==> config.mk <==
export PLATFORM = sky130hd
export DESIGN_NAME = fp_mul_pipe
export DESIGN_NICKNAME = d
export VERILOG_FILES = /design/src/rtl/fp_pkg.sv /design/src/rtl/fp_mul_norm.sv /design/src/rtl/fp_mul_pipe.sv
export SDC_FILE = /design/constraint.sdc
export NUM_CORES = 2
export LEC_CHECK = 0
export CORE_ASPECT_RATIO = 1.4
export CORE_UTILIZATION = 65
export DETAILED_ROUTE_END_ITERATION = 6
export GPL_TIMING_DRIVEN = 0
export HOLD_SLACK_MARGIN = 0.05
export PLACE_DENSITY = 0.87
export REMOVE_ABC_BUFFERS = 1
export SYNTH_ARGS = -nofsm -noshare
export SYNTH_HDL_FRONTEND = slang
export SYNTH_SLANG_ARGS = --single-unit
==> constraint.sdc <==
create_clock -name MAIN_CLK -period 16.74 [get_ports MAIN_CLK]
set_clock_uncertainty 0.15 [all_clocks]
set_input_delay 3.348 -clock MAIN_CLK [delete_from_list [all_inputs] [get_ports MAIN_CLK]]
set_output_delay 3.348 -clock MAIN_CLK [all_outputs]
set_load 0.02 [all_outputs]
==> src/rtl/fp_pkg.sv <==
`default_nettype none
// ============================================================================
//  Module   : fp_pkg
//  Purpose  : Shared float32 constants, field widths and stage record types
//             for the CNN float datapath (multiplier, adder, accumulator).
//  Contents : FP_BIAS, FP_EXP_MAX, FP_FRAC_MAX, FP_ZERO, EXP_W, FRAC_W,
//             exp_sum_t, multiplier stage records, exp_sum() helper.
//  Revision : 1.0  initial release
// ============================================================================
package fp_pkg;

    localparam int EXP_W  = 8;
    localparam int FRAC_W = 23;
    localparam int MANT_W = FRAC_W + 1;      // mantissa with hidden one
    localparam int PROD_W = 2 * MANT_W;      // full mantissa product
    localparam int ESUM_W = 10;              // signed exponent-sum width

    localparam int                 FP_BIAS     = 127;
    localparam logic [EXP_W-1:0]   FP_EXP_MAX  = 8'hFE;
    localparam logic [FRAC_W-1:0]  FP_FRAC_MAX = 23'h7FFFFF;
    localparam logic [31:0]        FP_ZERO     = 32'h0;

    // Signed so that underflowed exponent sums compare naturally against 0.
    typedef logic signed [ESUM_W-1:0] exp_sum_t;

    // Unpacked operand pair (stage 1 contents).
    typedef struct packed {
        logic              sign;
        exp_sum_t          exp;
        logic              zero;
        logic [MANT_W-1:0] ma;
        logic [MANT_W-1:0] mb;
    } mul_s1_t;

    // Raw product with its side information (stage 2 contents).
    typedef struct packed {
        logic              sign;
        exp_sum_t          exp;
        logic              zero;
        logic [PROD_W-1:0] prod;
    } mul_s2_t;

    // Biased exponent of a product before normalisation: ea + eb - bias.
    function automatic exp_sum_t exp_sum(input logic [EXP_W-1:0] ea,
                                         input logic [EXP_W-1:0] eb);
        return exp_sum_t'({2'b00, ea}) + exp_sum_t'({2'b00, eb})
               - exp_sum_t'(FP_BIAS);
    endfunction

endpackage
`default_nettype wire

==> src/rtl/fp_mul_norm.sv <==
`default_nettype none
// ============================================================================
//  Module   : fp_mul_norm
//  Purpose  : Combinational normalise / saturate / pack of a raw float32
//             mantissa product. Truncation rounding, flush-to-zero.
//  Ports    : sign    in   product sign
//             exp_in  in   signed exponent sum (ea + eb - bias)
//             zero    in   either operand had a zero exponent
//             prod    in   48-bit product of {1,frac} mantissas
//             data    out  packed float32 result
//  Revision : 1.0  initial release
// ============================================================================
module fp_mul_norm
    import fp_pkg::*;
(
    input  logic              sign,
    input  exp_sum_t          exp_in,
    input  logic              zero,
    input  logic [PROD_W-1:0] prod,
    output logic [31:0]       data
);

    exp_sum_t          w_exp;
    logic [FRAC_W-1:0] w_frac;

    always_comb begin
        w_exp  = exp_in;
        w_frac = prod[PROD_W-3 -: FRAC_W];
        // Product of two [1,2) mantissas lies in [1,4); top bit set means
        // the value is >= 2, so shift right one place and bump the exponent.
        if (prod[PROD_W-1]) begin
            w_exp  = exp_in + exp_sum_t'(1);
            w_frac = prod[PROD_W-2 -: FRAC_W];
        end

        data = FP_ZERO;
        if (zero || (w_exp <= exp_sum_t'(0))) begin
            data = FP_ZERO;
        end else if (w_exp >= exp_sum_t'(255)) begin
            // Largest finite magnitude; Inf/NaN inputs also land here.
            data = {sign, FP_EXP_MAX, FP_FRAC_MAX};
        end else begin
            data = {sign, w_exp[EXP_W-1:0], w_frac};
        end
    end

endmodule
`default_nettype wire

==> src/rtl/fp_mul_pipe.sv <==
`default_nettype none
// ============================================================================
//  Module   : fp_mul_pipe
//  Purpose  : Three-stage pipelined float32 multiplier (unpack, multiply,
//             normalise/pack) with valid/ready handshake and tag/last
//             sideband passthrough.
//  Ports    : MAIN_CLK   in   clock, rising edge
//             RST_N      in   asynchronous active-low reset
//             in_valid   in   operand pair present
//             in_ready   out  operands accepted this cycle
//             in_a/in_b  in   float32 operands
//             in_tag     in   sideband tag
//             in_last    in   last-of-window flag
//             out_valid  out  product present
//             out_ready  in   downstream accepts product
//             out_data   out  float32 product
//             out_tag    out  tag aligned with out_data
//             out_last   out  last flag aligned with out_data
//  Revision : 1.0  initial release
// ============================================================================
module fp_mul_pipe
    import fp_pkg::*;
#(
    parameter int TAG_W = 4
) (
    input  logic             MAIN_CLK,
    input  logic             RST_N,
    input  logic             in_valid,
    output logic             in_ready,
    input  logic [31:0]      in_a,
    input  logic [31:0]      in_b,
    input  logic [TAG_W-1:0] in_tag,
    input  logic             in_last,
    output logic             out_valid,
    input  logic             out_ready,
    output logic [31:0]      out_data,
    output logic [TAG_W-1:0] out_tag,
    output logic             out_last
);

    // The whole pipe moves as one: it advances whenever the output register
    // is empty or being drained, otherwise every stage holds.
    logic w_en;
    assign w_en     = !out_valid || out_ready;
    assign in_ready = w_en;

    // ---------------- stage 1 : unpack ----------------
    mul_s1_t w_s1_next;

    always_comb begin
        w_s1_next.sign = in_a[31] ^ in_b[31];
        w_s1_next.exp  = exp_sum(in_a[30:23], in_b[30:23]);
        w_s1_next.zero = (in_a[30:23] == '0) || (in_b[30:23] == '0);
        w_s1_next.ma   = {1'b1, in_a[22:0]};
        w_s1_next.mb   = {1'b1, in_b[22:0]};
    end

    mul_s1_t          r_s1;
    logic             r_s1_valid;
    logic [TAG_W-1:0] r_s1_tag;
    logic             r_s1_last;

    // ---------------- stage 2 : multiply ----------------
    logic [PROD_W-1:0] w_prod;
    assign w_prod = PROD_W'(r_s1.ma) * PROD_W'(r_s1.mb);

    mul_s2_t          r_s2;
    logic             r_s2_valid;
    logic [TAG_W-1:0] r_s2_tag;
    logic             r_s2_last;

    // ---------------- stage 3 : normalise / pack ----------------
    logic [31:0] w_norm_data;

    fp_mul_norm u_norm (
        .sign   (r_s2.sign),
        .exp_in (r_s2.exp),
        .zero   (r_s2.zero),
        .prod   (r_s2.prod),
        .data   (w_norm_data)
    );

    always_ff @(posedge MAIN_CLK or negedge RST_N) begin
        if (!RST_N) begin
            r_s1       <= '0;
            r_s1_valid <= 1'b0;
            r_s1_tag   <= '0;
            r_s1_last  <= 1'b0;
            r_s2       <= '0;
            r_s2_valid <= 1'b0;
            r_s2_tag   <= '0;
            r_s2_last  <= 1'b0;
            out_valid  <= 1'b0;
            out_data   <= '0;
            out_tag    <= '0;
            out_last   <= 1'b0;
        end else if (w_en) begin
            // Stage 1: a bubble (in_valid=0) simply enters as an invalid slot.
            r_s1       <= w_s1_next;
            r_s1_valid <= in_valid;
            r_s1_tag   <= in_tag;
            r_s1_last  <= in_last;

            // Stage 2
            r_s2.sign  <= r_s1.sign;
            r_s2.exp   <= r_s1.exp;
            r_s2.zero  <= r_s1.zero;
            r_s2.prod  <= w_prod;
            r_s2_valid <= r_s1_valid;
            r_s2_tag   <= r_s1_tag;
            r_s2_last  <= r_s1_last;

            // Stage 3 / output register
            out_valid  <= r_s2_valid;
            out_data   <= w_norm_data;
            out_tag    <= r_s2_tag;
            out_last   <= r_s2_last;
        end
    end

endmodule
`default_nettype wire

Word level (Yosys, flattened, before mapping)
Index checks and enable logic that the tools add are counted.
Storage, ports and cells
  flip-flop bits (word level): 170
  bits in latches: 0
  RAM bits: 0
  ROM bits: 0
  input port bits: 73
  word-level logic and storage cells: 36
  memories kept: 0
Operators by class
  add/sub/neg operators: 3
  multiply operators: 1
  divide/modulo/power cells: 0
  $lt $le $gt $ge: 2
  equal/unequal tests: 0
  shifts and indexed selects: 0
  muxes and demuxes: 4
  bitwise logic cells: 1
  reduce and logical (&&, ||, !) cells: 6
Operators by type and width (count)
  24-bit by 24-bit multiplier with 48-bit output: 1
  32-bit 2-to-1 mux: 1
  31-bit 2-to-1 mux: 1
  23-bit 2-to-1 mux: 1
  8-bit logical NOT: 2
  10-bit by 2-bit adder with 10-bit output, second input constant: 1
  10-bit by 9-bit >= comparator with 1-bit output, second input constant: 1
  10-bit by 1-bit <= comparator with 1-bit output, second input constant: 1
  10-bit 2-to-1 mux: 1
  9-bit by 7-bit subtractor with 10-bit output, second input constant: 1
  8-bit by 8-bit adder with 9-bit output: 1
  1-bit logical OR: 3
  1-bit logical NOT: 1
  1-bit bitwise XOR: 1

Depth between registers and ports, before layout
  word-level depth: 5
  gate-level depth with buffers: 26
  mapped depth without buffers: 24

Cells and area by module
From an unflattened synthesis, not the netlist that was laid out.
Unflattened totals
  cells, all modules: 3018
  area, all modules: 26556.7 µm²
Modules (own cells, without submodules)
  fp_mul_pipe: instances 1, cells each 2895, area an instance 25620.8 µm²
  fp_mul_norm: instances 1, cells each 123, area an instance 935.9 µm²

Worst setup path after synthesis
OpenSTA, ideal clock, no wires.
  path kind: input to output
  start: input port out_ready
  end: output port in_ready
  arrival time: 4169 ps
  data required time: 13242 ps
  setup slack: 9073 ps
  cell stages on the path: 4
  path buffers: 2
  cell sequence: nor2b_1 inv_1 clkbuf_1 clkbuf_1
Between the ends
  cells in the longest elaborated chain, start to end: 1
Ends and longest elaborated chain
  start, declared: RTL line fp_mul_pipe.sv:35  | input logic out_ready,
  1-bit logical OR: RTL line fp_mul_pipe.sv:44  | assign w_en = !out_valid || out_ready;
  end, declared: RTL line fp_mul_pipe.sv:29  | output logic in_ready,
Every way passes these cells.

Final worst setup path
Same ends and word-level chain as after synthesis.

==> reports/results.ini <==
[global_routing]
grt_start_max_net_pins = 79
overflow = 0
antenna_found_initial = 0
grt_pass1_vias = 21650
grt_pass1_wl_um = 103400
grt_use_total_pct = 33.82

[yosys]
syn-cell-area_mm2 = 0.02490
yosysTopAreaCell = fa_1
async_flop_share_pct = 100.0
ys_ff_latch = 146
synth-edff-count = 0
synth_top_cell_area_share_pct = 38.76
syn_avg_cell_area_um2 = 8.933
synth_flop_cell = dfrtp_1
synthCells = 2787
yosysSeqAreaShare_pct = 14.67
synth_cell_type_count = 66
yosys_warnings = 0
synth.area.top_cells = fa_1, dfrtp_1, ha_1

[finish]
final_common_cell = nand2_1
layout-drive-gt1-share_pct = 2.147
regArea_mm2 = 0.003656
layout_common_cells = nand2_1, inv_1, fa_1, and2_1, ha_1
area_growth_pct = 7.709
fillerInstances = 2667
multi_input_area_mm2 = 0.01854
final_core_util_pct = 71.27
num_antenna_cells = 0
finish.net_count = 3522

[sta]
post-route-period-util_pct = 54.64
setup_violations = 0
fin_crit_ps = 9147
hold_viol = 0
worstMarginPinSlew_ps = 1343
relSlewSlack_pct = 10.50
fmax_ghz = 0.1093
slew_viol_final = 0
setup-tns-final_ps = 0
rsz0062_at_grt = false

[die]
die_h_um = 233.6
initial_core_util_pct = 66.17
ios = 112
fp.coreArea_mm2 = 0.03763
die_x_um = 167.4
die-area_mm2 = 0.03910
fp-row-count = 84

[clocking]
cts_tree = built
clk_path_buf_depth = 2
clock_latency_ps = 440
cts.reportedPaths.clkPinSlew_ps = 60
cts_resized = 0
cts_setup_buffers = 0
cts_made_buffers = 17
cts_hold_buf = 0
cts_root_buf = clkbuf_16
htreeDepth = 4
clkSinkCount = 146

[drt]
remaining_drc_errors = 0
vias = 19170
wl_um = 61260
wl_per_cell_um = 18.75
vias_per_cell = 5.867
drt.antenna.violating_nets = 0
dr.pass1.iters = 5
drt_iter0_drc = 1151

[place]
gp_congestion = 0.9070
dpl.hpwl_um = 46470
port_buffers = 111

[run]
max_cap_viol_count = 0

[worst_setup_path]
critPathLaunchType = input pin
startpoint = out_ready
r2r_start = r_s1[39]
cp_max_fo = 57
end_kind = output pin
worstSetupPathType = input pin to output pin
cp.required_ps = 13240
cp.arrival_ps = 5650

[min_path]
hold_start = r_s1[51]
hold_class = flip-flop to flip-flop

[run_status]
status = finished clean

-- through the flow --
step                hold WS (ps)  worst slack [ps]  instances  area (µm²)
global placement           295.5             -4913       3227       26050
CTS                        321.0              7636       3267       26820
floorplan                  280.0              1088       2643       24340
global route               335.2              7519       3267       26820
finish                     317.1              7593       3267       26820
detailed placement         305.8              7651       3235       26200
-- per-layer routing --
layer / GRT usage [%] / part of all wire, % / vias to the layer above
met3: 5.354 / 6.3 / 324
met1: 35.33 / 33 / 9730
met2: 63.39 / 54 / 822
li1: - / - / 8293
met5: 0 / 0 / -
met4: 20.73 / 6.9 / 0
-- sequential cells by signal (all words and copies together) (netlist names) --
name and cells:
out_tag 4, r_s1 59, out_valid 1, r_s2_last 1
out_last 1, r_s2_valid 1, r_s2_tag 4, r_s2 37
r_s1_last 1, out_data 32, r_s1_valid 1, r_s1_tag 4
-- worst max-delay path, cell delays in order --
cell	delay, ps
clkdlybuf4s50_1	440
nor2b_4	640
buf_12	290
inv_4	240
clkdlybuf4s50_1	630
-- Yosys cell counts (4+ instances only) --
| cell type | count |
|---|---|
| inv_1 | 576 |
| o21ai_0 | 28 |
| and3_1 | 8 |
| nand2_1 | 601 |
| nor4_1 | 10 |
| and2_1 | 282 |
| o21bai_1 | 9 |
| buf_2 | 5 |
| dfrtp_1 | 146 |
| xor2_1 | 11 |
| o211ai_1 | 7 |
| o31ai_1 | 6 |
| o21ai_1 | 4 |
| nand3_1 | 17 |
| xnor2_1 | 20 |
| nand3b_1 | 4 |
| nand2b_1 | 4 |
| a31oi_1 | 5 |
| a22o_1 | 31 |
| nor2_1 | 36 |
| clkbuf_1 | 134 |
| ha_1 | 186 |
| fa_1 | 482 |
| nand4_1 | 11 |
| a211oi_1 | 6 |
| nor3_1 | 12 |
| nor2b_1 | 4 |
| mux2i_1 | 25 |
| a21o_1 | 13 |
| a21oi_1 | 54 |
-- kinds of logic after synthesis --
kind of cell / synth area share, %
compound gates: 5.422
xor+xnor: 1.091
fa+ha+maj: 48.10
buf+inv: 10.92
flops: 14.67
mux: 1.005
simple gates: 18.79
-- final timing paths --
check,endpoint,slack (ps),cells past startpoint
setup / recovery,in_ready,7590,5
max in group asynchronous,out_data[3],12870,2
hold reg to reg,r_s1[51],320,2
hold / removal,r_s1[51],320,2
min in group asynchronous,r_s1[14],2780,1
setup reg to reg,r_s2[43],8640,21
-- layout make-up --
| cell class | instances | area share (%) |
|---|---|---|
| timing repair buffer | 119 | 4.661 |
| clock inverter | 15 | 0.7045 |
| clock buffer | 17 | 1.586 |
| sequential | 146 | 13.63 |
| tap | 473 | 2.207 |
| multi-input combinational | 1921 | 69.14 |
| inverter | 576 | 8.072 |
Power is left out: the tool's default activity adds up to more than one toggle a clock period on the data nets, which glitch-free logic cannot reach.
==> RTL edit 1: new RTL, same settings <==
The package constant `ESUM_W` goes from 10 to 9.
--- a/src/rtl/fp_pkg.sv
+++ b/src/rtl/fp_pkg.sv
@@ -15,3 +15,3 @@
     localparam int PROD_W = 2 * MANT_W;      // full mantissa product
-    localparam int ESUM_W = 10;              // signed exponent-sum width
+    localparam int ESUM_W = 9;              // signed exponent-sum width
 
Behaviour: not the same (a bounded check fails within 4 cycles, from zero or initial values and one cycle with RST_N low).
==> RTL edit 1 against the original RTL <==
  * Synthesized cell count is essentially flat
  * Synthesized area fell by 0.63%
  * Sequential cell count fell by 2
  * Setup slack got worse by 200 ps
  * Cell area is 0.60% lower
  * Global-route usage up 0.078 points
  * Wire length fell by 0.41%
Power is not shown: default switching activity piles up to over one toggle a cycle in this logic, so the estimate is an artifact.
==> RTL edit 1: results (changes against the original RTL) <==
- Outcome: completed (unchanged)
- WHS Path Cells: 2 (unchanged)
- GRT Util Overall: 33.9% (was 33.8%)
- DP Area: 26000 um^2 (was 26200 um^2)
- Register area share after synthesis: 14.6% (was 14.7%)
- Port bufs: 111 (unchanged)
- Synth cell types: 62 (was 66)
- Min-Delay Path Class: register to register (unchanged)
- Worst-margin pin slew: 1280 ps (was 1340 ps)
- Proportion of layout cells with a drive suffix above 1: 1.94% (was 2.15%)
- Synth warn: 0 (unchanged)
- Initial antenna violation count: 0 (unchanged)
- Crit. Startpoint: out_ready (unchanged)
- Fraction of synthesis flops using an asynchronous set or reset pin: 100% (unchanged)
- Via density: 5.86 (was 5.87)
- Critical path peak fanout: 94 (was 57)
- First-pass GRT wire length: 103000 um (about the same)
- CTS Root Cell: clkbuf_16 (unchanged)
- Vias in the first global route: 22000 (was 21700)
- Main synth FF type: dfrtp_1 (unchanged)
- Reg-to-reg slack, setup: 8610 ps (was 8640 ps)
- DR iter-0 viols: 1111 (was 1151)
- Slowest Stage Delay on Critical Path: 720 ps (was 640 ps)
- Routed WL: 61000 um (was 61300 um)
- Clock slew at reported path FFs: 60 ps (about the same)
- Pre-antenna DRT Iters: 5 (unchanged)
- Slowest-stage cell, CP: nor2b_4 (unchanged)
- Antenna diode count: 0 (unchanged)
- WP data arrival: 5850 ps (was 5650 ps)
- Inserted Clock Buffers: 17 (unchanged)
- Leading area contributor after synthesis: fa_1 (unchanged)
- Dominant cells by area after synthesis: fa_1 (39%), dfrtp_1 (15%), ha_1 (9.5%) (was fa_1 (39%), dfrtp_1 (15%), ha_1 (9.3%))
- RR Endpoint: r_s2[37] (was r_s2[43])
- Final HPWL DP: 46200 um (was 46500 um)
- Top cells by count, synth: nand2_1 (588), inv_1 (562), fa_1 (482) (was nand2_1 (601), inv_1 (576), fa_1 (482))
- Worst reg2reg path startpoint: r_s1[9] (was r_s1[39])
- Cts repair resizes: 0 (unchanged)
- Max Fclk: 107 MHz (was 109 MHz)
- Crit path capture: in_ready (unchanged)
- Reg2reg path depth: 22 (was 21)
- Global placer's final weighted congestion: 0.919 (was 0.907)
- H-tree depth: 4 (unchanged)
- Pre-CTS setup slack: 7420 ps (was 7650 ps)
- Clk buf depth: 2 (unchanged)
- Largest regs: r_s1 x58, r_s2 x36, out_data x32 (was r_s1 x59, r_s2 x37, out_data x32)
- Pin count of the biggest net entering global routing: 95 (was 79)
- Post-CTS Setup Repair Bufs: 0 (unchanged)
- Clock Latency Late Sink: 430 ps
- Final nets: 3517 (was 3522)
[RTL edit 1: changes by cell type in the layout (fill, tap and decap cells not counted), sizes merged, moves of 7 or more]
cell    change
a22o       -31
o21ai      +29
nor2b      +21
mux2i      -25
nand3       -9
inv        -14
nand2      -13
a21oi       -7
and2        +9
a211oi     +23
[RTL edit 1: per-stage QoR]
step                TNS, ps  std cells
finish                    0       3261
global route              0       3261
CTS                       0       3261
detailed placement        0       3229
global placement      -3150       3222
floorplan                 0       2638
[RTL edit 1: worst min-delay path by stage]
stage / startpoint / end / slack, ps
global route: r_s2_valid / out_valid / 340
finish: r_s2_tag[3] / r_s2_tag[3] / 330
floorplan: r_s2_valid / r_s2_valid / 280
detailed placement: r_s1[52] / r_s2[52] / 310
CTS: r_s2_tag[3] / r_s2_tag[3] / 330
global placement: r_s2_valid / r_s2_valid / 300
[RTL edit 1: critical path, delay by kind of cell]
kind | cells | cell delay [ps]
buffers and inverters | 5 | 1740
and+or+nand+nor | 1 | 720
[RTL edit 1: cell families after synthesis]
kind of cell / share of synthesized area (%)
XOR/XNOR: 1.17
adder cells (fa/ha/maj): 48.5
multiplexers: 0.0455
buffers and inverters: 10.9
AND/OR/NAND/NOR: 19.2
flip-flops: 14.6
AO/OA/AOI/OAI: 5.65
[RTL edit 1: final cells by class]
class | count | area [um^2]
Fill cell | 2627 | 10900
Clock inverter | 14 | 199
Tap cell | 473 | 592
Timing Repair Buffer | 118 | 1240
Sequential cell | 144 | 3610
Multi-Input combinational cell | 1931 | 18500
Inverter | 563 | 2120
Clock buffer | 18 | 439
[RTL edit 1: per-layer routing]
layer,up-vias,global-route usage [%],wire length [um]
met1,9687,35.7,20200
met4,0,19.7,3630
met5,-,0,0
li1,8273,-,-
met3,281,5.27,4090
met2,862,63.7,33000
==> RTL edit 2: new RTL, config.mk and constraints unchanged <==
Made on the original files. Make the reset (`RST_N`) synchronous in one clocked block. Comments in the files are not updated.
--- a/src/rtl/fp_mul_pipe.sv
+++ b/src/rtl/fp_mul_pipe.sv
@@ -82,3 +82,3 @@
 
-    always_ff @(posedge MAIN_CLK or negedge RST_N) begin
+    always_ff @(posedge MAIN_CLK) begin
         if (!RST_N) begin
Formal check against the unedited RTL: not equivalent (a bounded check fails within 4 cycles, from zero or initial values and one cycle with RST_N low; the reset may be asserted at any time).
==> RTL edit 2 against the original RTL <==
  * The run now ends with max-capacitance violations, max-slew violations left
  * Register-to-register slack gained 50 ps
  * Cell area down 1.8%
  * Wire length rose by 2.6%
  * Sequential cell count unchanged
  * Setup slack improved by 340 ps
  * Count of clock-buffer cells in the layout increased by 1
  * Synthesized area fell by 1.4%
  * Critical path depth is the same
Power is left out: it rests on default switching activity, and per cell area and clock period it moved more than threefold.
==> RTL edit 2: results (changes against the original RTL) <==
- Outcome: finished, violations left (was completed)
- Violated checks: max-capacitance violations, max-slew violations
- Register area share after synthesis: 11.9% (was 14.7%)
- Main synth FF type: dfxtp_1 (was dfrtp_1)
- Clock Latency Late Sink: 450 ps
- Min-Delay Path Class: register to register (unchanged)
- Antenna diode count: 0 (unchanged)
- Clk buf depth: 2 (unchanged)
- Crit path capture: in_ready (unchanged)
- Leading area contributor after synthesis: fa_1 (unchanged)
- Pre-antenna DRT Iters: 5 (unchanged)
- Slowest Stage Delay on Critical Path: 580 ps (was 640 ps)
- Cell with the most instances after synthesis: inv_1 (was nand2_1)
- DR iter-0 viols: 1160 (was 1151)
- Via count: 19800 (was 19200)
- Slowest-stage cell, CP: clkdlybuf4s50_1 (was nor2b_4)
- Fraction of synthesis flops using an asynchronous set or reset pin: 0% (was 100%)
- GRT Util Overall: 34.3% (was 33.8%)
- Post-CTS Setup Repair Bufs: 0 (unchanged)
- Final nets: 3565 (was 3522)
- Proportion of layout cells with a drive suffix above 1: 3.00% (was 2.15%)
- Max-cap viol count: 1 (was 0)
- Global placer's final weighted congestion: 0.945 (was 0.907)
- Clock slew at reported path FFs: 80 ps (was 60 ps)
- Vias in the first global route: 22100 (was 21700)
- Worst reg2reg path startpoint: r_s1[9] (was r_s1[39])
- Fin crit share: 52.6% (was 54.6%)
- Pin count of the biggest net entering global routing: 97 (was 79)
- Largest regs: r_s1 x59, r_s2 x37, out_data x32 (unchanged)
- WP data arrival: 5310 ps (was 5650 ps)
- First-pass GRT wire length: 104000 um (was 103000 um)
- Slew HR: -0.275% (was 10.5%)
- Cts repair resizes: 0 (unchanged)
- Dominant cells by area after synthesis: fa_1 (39%), dfxtp_1 (12%), ha_1 (9.5%) (was fa_1 (39%), dfrtp_1 (15%), ha_1 (9.3%))
- Top cells by count, synth: inv_1 (580), nand2_1 (533), fa_1 (482) (was nand2_1 (601), inv_1 (576), fa_1 (482))
- Reg-to-reg slack, setup: 8690 ps (was 8640 ps)
- Crit-path leading delay family: buffers and inverters (unchanged)
- Synth cell types: 70 (was 66)
- H-tree depth: 4 (unchanged)
- Reg2reg path depth: 23 (was 21)
- Port bufs: 111 (unchanged)
- CTS Root Cell: clkbuf_16 (unchanged)
- Synth warn: 0 (unchanged)
- Pre-CTS setup slack: 7910 ps (was 7650 ps)
- Routed WL: 62900 um (was 61300 um)
- Crit. Startpoint: out_ready (unchanged)
- RR Endpoint: r_s2[45] (was r_s2[43])
- Final HPWL DP: 46300 um (was 46500 um)
- Initial antenna violation count: 0 (unchanged)
- Inserted Clock Buffers: 17 (unchanged)
- Max-slew violations: 26 (was 0)
- Critical path peak fanout: 36 (was 57)
[RTL edit 2: kinds of logic (layout without fill, tap and decap cells)]
logic type	after synthesis	in the layout	synth area share, %
adder cells (fa/ha/maj)	668	668	48.8
AO/OA/AOI/OAI	300	300	7.18
multiplexers	25	25	1.14
flip-flops	146	146	11.9
XOR/XNOR	39	39	1.39
AND/OR/NAND/NOR	928	928	17.9
buffers and inverters	744	731	11.7
[RTL edit 2: routing by layer]
metal	GRT usage (%)	vias up	share of wire, %
met5	0	-	0
met2	65.2	970	54
met1	33.3	9902	32
li1	-	8493	-
met3	5.20	397	6.4
met4	26.0	0	7.9
[RTL edit 2: metrics by stage]
| stage | hold WS (ps) | util (%) | cells |
|---|---|---|---|
| 4_1_cts | 299 | 71.2 | 3304 |
| 3_3_place_gp | 288 | 69.1 | 3265 |
| 3_5_place_dp | 294 | 69.6 | 3272 |
| 6_report | 304 | 71.2 | 3304 |
| 5_1_grt | 327 | 71.2 | 3304 |
| 2_1_floorplan | 282 | - | 2687 |
[RTL edit 2: worst min-delay path: stages (launching register included)]
cell     delay [ps]
dfxtp_1         310
nand2_1          60
a21oi_1          50
[RTL edit 2: worst min path at each step]
| stage | startpoint | endpoint | slack (ps) | depth (start not counted) |
|---|---|---|---|---|
| after detailed placement | r_s1[51] | r_s1[51] | 290 | 2 |
| after floorplan | r_s2[59] | r_s2[59] | 280 | 2 |
| after global placement | r_s2[59] | r_s2[59] | 290 | 2 |
| after global routing | out_last | out_last | 330 | 2 |
| after CTS | r_s1[57] | r_s2[57] | 300 | 2 |
| final | r_s1[57] | r_s2[57] | 300 | 2 |
[RTL edit 2: final cells by class]
cell class	count	area [um^2]
multi-input cells	1960	18800
fillers	2613	10600
flip-flops and latches	146	2920
inverters	581	2190
repair buffers	118	1260
well taps	467	584
clock buffers	18	429
clock inverters	14	174
